### src/rtl/accel_seq_pkg.sv
// Shared definitions for the accelerometer instruction sequencer:
// instruction opcodes, instruction word field positions, fault codes and
// the sequencer state encoding (also used by register_memory and the
// instruction-generation script).
package accel_seq_pkg;

    typedef enum logic [7:0] {
        OP_NOP   = 8'h00,
        OP_WRITE = 8'h01,
        OP_READ  = 8'h02,
        OP_END   = 8'hFF
    } opcode_e;

    localparam int OP_MSB    = 31;
    localparam int OP_LSB    = 24;
    localparam int ADDR_MSB  = 23;
    localparam int ADDR_LSB  = 16;
    localparam int WDATA_MSB = 15;
    localparam int WDATA_LSB = 8;

    localparam logic [3:0] FC_NONE       = 4'h0;
    localparam logic [3:0] FC_BAD_ADDR   = 4'h1;
    localparam logic [3:0] FC_BAD_OP     = 4'h2;
    localparam logic [3:0] FC_END_OF_MEM = 4'hD;
    localparam logic [3:0] FC_TIMEOUT    = 4'hE;

    typedef enum logic [2:0] {
        ST_IDLE,
        ST_FETCH,
        ST_WAIT_MEM,
        ST_DECODE,
        ST_ISSUE,
        ST_WAIT_RSP,
        ST_DONE,
        ST_FAULT
    } seq_state_e;

    function automatic logic is_bus_op(input logic [7:0] op);
        return (op == OP_WRITE) || (op == OP_READ);
    endfunction

endpackage

### src/rtl/instr_sequencer.sv
// Instruction sequencer: walks the instruction store from START_ADDR, decodes
// each word and issues accelerometer register WRITE/READ requests to the SPI
// master. Read bytes are returned on rd_data/rd_valid. One run per start pulse.
// Optional build macro SEQ_WATCHDOG_EN adds a timeout on the SPI handshake and
// response wait; without it the sequencer waits indefinitely.
module instr_sequencer
    import accel_seq_pkg::*;
#(
    parameter int MEMORY_SIZE    = 255,
    parameter int ADDR_W         = 8,
    parameter int START_ADDR     = 0,
    parameter int TIMEOUT_CYCLES = 1024
) (
    input  logic              clk,
    input  logic              reset_n,
    input  logic              start,
    output logic [ADDR_W-1:0] reg_addr,
    input  logic [31:0]       reg_data,
    input  logic [3:0]        error_code,
    output logic              spi_req_valid,
    input  logic              spi_req_ready,
    output logic              spi_rw,
    output logic [7:0]        spi_addr,
    output logic [7:0]        spi_wdata,
    input  logic              spi_rsp_valid,
    input  logic [7:0]        spi_rsp_rdata,
    output logic [7:0]        rd_data,
    output logic              rd_valid,
    output logic              busy,
    output logic              done,
    output logic              fault,
    output logic [3:0]        fault_code
);

    seq_state_e        state_q, state_d;
    logic [ADDR_W-1:0] pc_q, pc_d;
    logic              req_valid_q, req_valid_d;
    logic              rw_q, rw_d;
    logic [7:0]        addr_q, addr_d;
    logic [7:0]        wdata_q, wdata_d;
    logic [7:0]        rd_data_q, rd_data_d;
    logic              rd_valid_q, rd_valid_d;
    logic              busy_q, busy_d;
    logic              done_q, done_d;
    logic              fault_q, fault_d;
    logic [3:0]        fault_code_q, fault_code_d;

    logic [7:0]        op_field;
    logic              wd_expired;
    logic              unused_reserved;

    assign op_field        = reg_data[OP_MSB:OP_LSB];
    assign unused_reserved = ^reg_data[7:0];

`ifdef SEQ_WATCHDOG_EN
    localparam int WD_W = $clog2(TIMEOUT_CYCLES + 1);
    logic [WD_W-1:0] wd_cnt_q, wd_cnt_d;

    // Watchdog counts cycles spent in ISSUE/WAIT_RSP, restarting on every state change.
    always_comb begin
        wd_cnt_d = '0;
        if (state_d == state_q && (state_q == ST_ISSUE || state_q == ST_WAIT_RSP)) begin
            wd_cnt_d = wd_cnt_q + 1'b1;
        end
    end

    // Watchdog counter register.
    always_ff @(posedge clk or negedge reset_n) begin
        if (!reset_n) wd_cnt_q <= '0;
        else          wd_cnt_q <= wd_cnt_d;
    end

    assign wd_expired = (wd_cnt_q == WD_W'(TIMEOUT_CYCLES - 1));
`else
    localparam int unused_timeout = TIMEOUT_CYCLES;
    assign wd_expired = 1'b0;
`endif

    // Next-state logic: sequencing, decode, SPI handshake and fault handling.
    always_comb begin
        logic       step;
        logic       go_fault;
        logic [3:0] go_code;

        state_d      = state_q;
        pc_d         = pc_q;
        req_valid_d  = req_valid_q;
        rw_d         = rw_q;
        addr_d       = addr_q;
        wdata_d      = wdata_q;
        rd_data_d    = rd_data_q;
        rd_valid_d   = 1'b0;
        busy_d       = busy_q;
        done_d       = done_q;
        fault_d      = fault_q;
        fault_code_d = fault_code_q;
        step         = 1'b0;
        go_fault     = 1'b0;
        go_code      = FC_NONE;

        case (state_q)
            ST_IDLE, ST_DONE, ST_FAULT: begin
                if (start) begin
                    state_d      = ST_FETCH;
                    pc_d         = ADDR_W'(START_ADDR);
                    busy_d       = 1'b1;
                    done_d       = 1'b0;
                    fault_d      = 1'b0;
                    fault_code_d = FC_NONE;
                end
            end
            ST_FETCH:    state_d = ST_WAIT_MEM;
            ST_WAIT_MEM: state_d = ST_DECODE;
            ST_DECODE: begin
                if (error_code != 4'h0) begin
                    go_fault = 1'b1;
                    go_code  = error_code;
                end else if (op_field == OP_NOP) begin
                    step = 1'b1;
                end else if (op_field == OP_END) begin
                    state_d = ST_DONE;
                    busy_d  = 1'b0;
                    done_d  = 1'b1;
                end else if (is_bus_op(op_field)) begin
                    state_d     = ST_ISSUE;
                    req_valid_d = 1'b1;
                    rw_d        = (op_field == OP_READ);
                    addr_d      = reg_data[ADDR_MSB:ADDR_LSB];
                    wdata_d     = reg_data[WDATA_MSB:WDATA_LSB];
                end else begin
                    go_fault = 1'b1;
                    go_code  = FC_BAD_OP;
                end
            end
            ST_ISSUE: begin
                if (spi_req_ready) begin
                    state_d     = ST_WAIT_RSP;
                    req_valid_d = 1'b0;
                end else if (wd_expired) begin
                    go_fault = 1'b1;
                    go_code  = FC_TIMEOUT;
                end
            end
            ST_WAIT_RSP: begin
                if (spi_rsp_valid) begin
                    if (rw_q) begin
                        rd_data_d  = spi_rsp_rdata;
                        rd_valid_d = 1'b1;
                    end
                    step = 1'b1;
                end else if (wd_expired) begin
                    go_fault = 1'b1;
                    go_code  = FC_TIMEOUT;
                end
            end
            default: state_d = ST_IDLE;
        endcase

        if (step) begin
            if (pc_q == ADDR_W'(MEMORY_SIZE)) begin
                go_fault = 1'b1;
                go_code  = FC_END_OF_MEM;
            end else begin
                pc_d    = pc_q + 1'b1;
                state_d = ST_FETCH;
            end
        end

        if (go_fault) begin
            state_d      = ST_FAULT;
            req_valid_d  = 1'b0;
            busy_d       = 1'b0;
            fault_d      = 1'b1;
            fault_code_d = go_code;
        end
    end

    // State and registered outputs; reset aborts a run immediately.
    always_ff @(posedge clk or negedge reset_n) begin
        if (!reset_n) begin
            state_q      <= ST_IDLE;
            pc_q         <= ADDR_W'(START_ADDR);
            req_valid_q  <= 1'b0;
            rw_q         <= 1'b0;
            addr_q       <= 8'h00;
            wdata_q      <= 8'h00;
            rd_data_q    <= 8'h00;
            rd_valid_q   <= 1'b0;
            busy_q       <= 1'b0;
            done_q       <= 1'b0;
            fault_q      <= 1'b0;
            fault_code_q <= FC_NONE;
        end else begin
            state_q      <= state_d;
            pc_q         <= pc_d;
            req_valid_q  <= req_valid_d;
            rw_q         <= rw_d;
            addr_q       <= addr_d;
            wdata_q      <= wdata_d;
            rd_data_q    <= rd_data_d;
            rd_valid_q   <= rd_valid_d;
            busy_q       <= busy_d;
            done_q       <= done_d;
            fault_q      <= fault_d;
            fault_code_q <= fault_code_d;
        end
    end

    assign reg_addr      = pc_q;
    assign spi_req_valid = req_valid_q;
    assign spi_rw        = rw_q;
    assign spi_addr      = addr_q;
    assign spi_wdata     = wdata_q;
    assign rd_data       = rd_data_q;
    assign rd_valid      = rd_valid_q;
    assign busy          = busy_q;
    assign done          = done_q;
    assign fault         = fault_q;
    assign fault_code    = fault_code_q;

endmodule

### config.mk
export PLATFORM = sky130hd
export DESIGN_NAME = instr_sequencer
export DESIGN_NICKNAME = d
export VERILOG_FILES = /design/src/rtl/accel_seq_pkg.sv /design/src/rtl/instr_sequencer.sv
export SDC_FILE = /design/constraint.sdc
export NUM_CORES = 1
export LEC_CHECK = 0
export ABC_CLOCK_PERIOD_IN_PS = 2400
export CAP_MARGIN = 20
export CORE_MARGIN = 2
export CORE_UTILIZATION = 41
export DETAILED_ROUTE_END_ITERATION = 6
export PLACE_DENSITY = 0.79
export SLEW_MARGIN = 25
export SYNTH_ARGS = -nofsm -noshare
export SYNTH_HDL_FRONTEND = slang
export SYNTH_SLANG_ARGS = --single-unit
### constraint.sdc
create_clock -name clk -period 2.4 [get_ports clk]
set_input_delay 0.48 -clock clk [delete_from_list [all_inputs] [get_ports clk]]
set_output_delay 0.48 -clock clk [all_outputs]
set_load 0.005 [all_outputs]
; Yosys cells after proc, flatten, opt, wreduce, memory -nomap -nowiden
; Index checks and enable logic that the tools add are counted.
[op_classes]
n_addsub = 1
eq_ne = 22
mux = 58
bitwise = 3
n_reduce_logical = 16
[ops]
columns = op, n
row1 = $mux 8, 4
row2 = $mux 1, 30
row3 = $mux 4, 7
row4 = $mux 3, 9
row5 = $ne 3x3->1 const B, 7
row6 = $eq 8x8->1 const B, 2
row7 = $pmux 3 s5, 1
row8 = $reduce_and 5->1, 3
row9 = $eq 3x3->1 const B, 4
row10 = $add 8x1->8 const B, 1
row11 = $eq 8x1->1 const B, 1
row12 = $eq 8x2->1 const B, 1
row13 = $logic_not 8->1, 1
row14 = $ne 2x2->1 const B, 4
row15 = $pmux 1 s2, 4
row16 = $eq 3x2->1 const B, 2
row17 = $mux 2, 3
row18 = $reduce_and 6->1, 1
row19 = $reduce_bool 2->1, 3
row20 = $reduce_bool 3->1, 2
row21 = $reduce_bool 4->1, 1
row22 = $eq 3x1->1 const B, 1
row23 = $logic_not 3->1, 1
row24 = $not 1->1, 3
row25 = 4 further kinds, 4
[word_totals]
regBits = 45
input_bits = 49
output_inout_bits = 42
elab_cells = 112

; Depth between registers and ports, before layout
[depth]
ltp_word = 11
mapped_depth = 8
ltp_nobuf = 6

; Worst setup path before layout
; OpenSTA, ideal clock, no wires.
[synth_timing]
path_kind = in2reg
startpoint = in error_code[0]
endpoint = reg addr_q[0] (netlist: spi_addr[0])
setup_ps = 125
arrival_ps = 2093
required_time_ps = 2275
setup_slack_ps = 183
cell_stages = 4
n_path_buf = 1
path_cell_list = or4_4 nor4_4 buf_6 mux2_2
[synth_between]
elab_chain_cells = 3
[synth_lines]
columns = item, line_no
row1 = from (decl), instr_sequencer.sv:19  ; input logic [3:0] error_code,
row2 = $reduce_bool 4->1, instr_sequencer.sv:115  ; if (error_code != 4'h0) begin
row3 = $not 1->1 (no line), --
row4 = $reduce_and 5->1 (no line), --
row5 = to (signal assigned), instr_sequencer.sv:198  ; addr_q <= addr_d;
row6 = to (decl), instr_sequencer.sv:39  ; logic [7:0] addr_q, addr_d;
; Every way passes these cells.
; A chain may end at the register's enable or synchronous reset.

; Worst setup path after layout
[layout_timing]
startpoint = in error_code[0]
endpoint = reg wdata_q[0] (netlist: spi_wdata[0])
[layout_between]
elab_chain_cells = 3
[layout_lines]
columns = item, line_no
row1 = $reduce_bool 4->1, instr_sequencer.sv:115
row2 = $not 1->1 (no line), --
row3 = $reduce_and 5->1 (no line), --
row4 = to (signal assigned), instr_sequencer.sv:199  ; wdata_q <= wdata_d;
row5 = to (decl), instr_sequencer.sv:40  ; logic [7:0] wdata_q, wdata_d;
; Every way passes these cells.

==> out/metrics.sh <==
YS_FF_LATCH=45
CLOCK_PATH_BUFFERS=2
REGAREA_UM2=1130
DRT_PRE_ANTENNA_ITERS=4
CORE_AREA_UM2=4750
MAX-SLEW-MARGIN-REL_PCT=64.0
POST_CTS.REPAIR.SETUP_BUFFERS=0
CELL_WITH_THE_MOST_INSTANCES_AFTER_SYNTHESIS='dfrtp_1'
P_INT_mW=1.77
TIMING.CRITICAL_PATH.TO_TYPE='flip-flop'
DRT_FIRST_ITER_VIOLATIONS=98
SEQUENTIAL_POWER_SHARE_PCT=42.6
SLEW_VIOLATIONS=0
SETUP_TOTAL_NEGATIVE_SLACK_PS=0
NETSWITCHINGFRACTION_PCT=28.6
AREA_USED_BY_MULTI_INPUT_COMBINATIONAL_LOGIC_UM2=857
SYNTHTOPCELLSBYAREA='dfrtp_1 55%, mux2_2 13%, o21ai_0 3.0%, a221o_1 2.0%, nand2_1 1.8%'
FINAL.SETUP.WORST_SLACK_PS=146
P_TOTAL_mW=2.47
NUMBER_OF_INPUT_AND_OUTPUT_PORT_BUFFERS_INSERTED=82
YS.WARNINGS.COUNT=0
REPORTED_NET_SWITCHING_POWER_mW=0.707
INITIAL_CELL_DENSITY_OF_THE_CORE_PCT=42.8
SYN-CELL-AREA_UM2=2040
SETUP.WORST_PATH.CLASS='input port to flip-flop'
POST-SYNTH-TOP-AREA-FRACTION_PCT=55.3
ROUTE.DETAILED.VIAS_PER_INST=5.23
ANTENNA-DIODE-COUNT=0
NUMBER_OF_ENABLE_FLIP_FLOP_CELLS_AFTER_SYNTHESIS=0
GRT_USE_TOTAL_PCT=18.7
DRC_ERRORS=0
DIE-AREA_UM2=5550
FILLERS=392
SEQ_TOTAL_AREA_YOSYS_PCT=55.3
POST_SYNTH_NUM_CELL_TYPES=36
FIRST_GLOBAL_VIAS=1708
CLOCK_SINKS=45
POST-ROUTE-MIN-PERIOD_PS=2250
ROUTE.VIAS.TOTAL=1751
FINAL_NET_COUNT=317
SETUP_VIOLATION_TOTAL_IN_THE_FINAL_TIMING_REPORT=0
GRT_PASS1_WL_UM=7890
NETLIST_TOP_CELLS_COUNT='45 x dfrtp_1, 24 x mux2_2, 12 x o21ai_0'
DIE_WIDTH_UM=74.5
SYNTH_FLOP_CELL='dfrtp_1'
MAX_CLOCK_FREQ_GHz=0.444
CRITICAL_PATH.MAX_FANOUT=18
SYNTH.NET_COUNT=223
DIE-HEIGHT_UM=74.5
GPL.FINAL_WEIGHTED_CONGESTION=0.835
NETLIST_INSTANCES=173
FINAL_HOLD_VIOL_COUNT=0
CTSHOLDBUFFERS=0
ROW_COUNT=25
YS_ASYNC_SR_FRACTION_PCT=100
TIMING.REG2REG.WORST_PATH_DEPTH=6
POST_CTS_RESIZED=0
SYNTH.AVG_CELL_AREA_UM2=11.8
CTS_ROOT_BUFFER='clkbuf_8'
CLOCK-SKEW-FINAL_PS=13.0
SYNTH_LARGEST_AREA_CELL='dfrtp_1'
PLACE.DETAILED.HPWL_UM=3740
DR_WL_CELL_UM=14.9
WORST_EP_ARRIVAL_TIME_PS=2430
CTS_TREE='yes'
WORST_HOLD_SLACK_PS=138
PLACE_WORST_SETUP_SLACK_PS=-162
SETUP.WORST_PATH.START_CLASS='input port'
VDD.IR_DROP.WORST_mV=0.376
FLOORPLAN.IO_PINS=91
GRT_SETUP_UNREPAIRED='no'
SHARE_OF_CELLS_ABOVE_DRIVE_STRENGTH_1_PCT=17.5
POSTROUTEANTENNANETS=0
GRT.OVERFLOW.TOTAL=0
RUN_STATUS='finished clean'
POWER.STATIC_LEAKAGE_nW=1.35
AREA_GROWTH_SYN_TO_LAYOUT_PCT=53.9
MIN_PERIOD_OVER_PERIOD_PCT=93.9
WORST-ENDPOINT-REQUIRED_PS=2570
SHARE_COMB_OF_TOTAL_POWER_PCT=33.6
HOLD_PATH.CLASS='input port to async pin'
HTREE_LEVELS=2
CLOCK_LATENCY_AT_THE_LATER_PIN_OF_THE_WORST_SKEW_PAIR_PS=300
DRV.MAX_CAP_VIOLATION_COUNT=0
TIGHTEST_SLEW_PS=538
UTILIZATION_PCT=65.9
WORST_SETUP_HOLD_PATH_CLK_SLEW_PS=80
LARGEST_NET_DEGREE_AT_THE_START_OF_GLOBAL_ROUTING=46
DETAIL_ROUTE.WIRELENGTH_UM=4990
POWER_FRAC_CLOCK_PCT=23.8
P_PER_AREA_nW_PER_UM2=789
ANTENNA_FOUND_INITIAL=0
TRITONCTS.NUM_BUFFERS=5
power by group through the flow:
stage / combinational [mW] / sequential [mW] / clock, mW
after detailed placement: 0.833 / 1.07 / 0
after global routing: 0.907 / 1.08 / 0.642
after CTS: 0.841 / 1.05 / 0.611
after floorplan: 0.405 / 1.03 / 0
final: 0.830 / 1.05 / 0.589
after global placement: 0.816 / 1.05 / 0
final cells by class:
cell class                 instances  area share [%]
clock inverter                     1           0.958
tap                               67            2.68
timing repair buffer              94            29.7
sequential                        45            35.9
multi-input combinational        116            27.4
inverter                           5           0.599
clock buffer                       7            2.76
layout by cell type, fill, tap and decap left out, types with 2 or more instances in the layout:
| cell | n |
|---|---|
| buf_4 | 10 |
| a211o_1 | 2 |
| clkbuf_8 | 6 |
| nor4_1 | 4 |
| buf_12 | 2 |
| o211ai_1 | 5 |
| o31ai_1 | 3 |
| a21oi_1 | 2 |
| and2_1 | 2 |
| and3_1 | 3 |
| nand2_1 | 10 |
| nand3b_1 | 3 |
| nand3_1 | 7 |
| nand4_1 | 2 |
| a21o_1 | 2 |
| inv_1 | 5 |
| nor2_1 | 9 |
| mux2_2 | 24 |
| clkdlybuf4s50_1 | 81 |
| xnor2_1 | 2 |
| a221o_1 | 4 |
| and4_1 | 3 |
| o21ai_0 | 12 |
| dfrtp_1 | 45 |
| nor3_1 | 4 |
through the flow:
step           instances  cell area (um2)
3_5_place_dp         327             3020
6_report             335             3130
5_1_grt              335             3130
4_1_cts              335             3130
2_1_floorplan        173             2040
3_3_place_gp         327             3020
cells by family after synthesis:
| family | synth area share [%] |
|---|---|
| AO/OA/AOI/OAI | 11.9 |
| XOR/XNOR | 1.29 |
| adder cells (fa/ha/maj) | 0.615 |
| buffers and inverters | 2.58 |
| flip-flops | 55.3 |
| multiplexers | 13.3 |
| AND/OR/NAND/NOR | 15.0 |
worst max-delay path, cell delays in order:
cell             delay (ps)
clkdlybuf4s50_1         460
or4_4                   590
nor4_4                  350
buf_12                  200
mux2_2                  350
worst paths after layout:
| kind | from | end | slack (ps) |
|---|---|---|---|
| min in group clk | fault$_DFFE_PN0P_ | fault$_DFFE_PN0P_ | 500 |
| max in group asynchronous | reset_n | spi_wdata[5]$_DFFE_PN0P_ | 2030 |
| worst max-delay path | error_code[0] | spi_wdata[0]$_DFFE_PN0P_ | 150 |
| worst min-delay path | reset_n | rd_data[6]$_DFFE_PN0P_ | 140 |
| worst max register to register | state_q[2]$_DFF_PN0_ | fault_code[0]$_DFFE_PN0P_ | 260 |
| worst min register to register | fault$_DFFE_PN0P_ | fault$_DFFE_PN0P_ | 500 |
state kept, by name, indices dropped and copies added, names as in the netlist, 3 cells and up:
register and count:
fault_code 4, state_q 3, rd_data 8, reg_addr 8
spi_wdata 8, spi_addr 8
layer usage:
metal,up-vias,GRT usage (%),wire (um)
li1,829,-,-
met1,856,23.4,2000
met2,60,31.3,2600
met3,6,5.69,332
met4,0,5.95,64
met5,-,0,0
No activity file was read; power rests on OpenSTA's default activity.
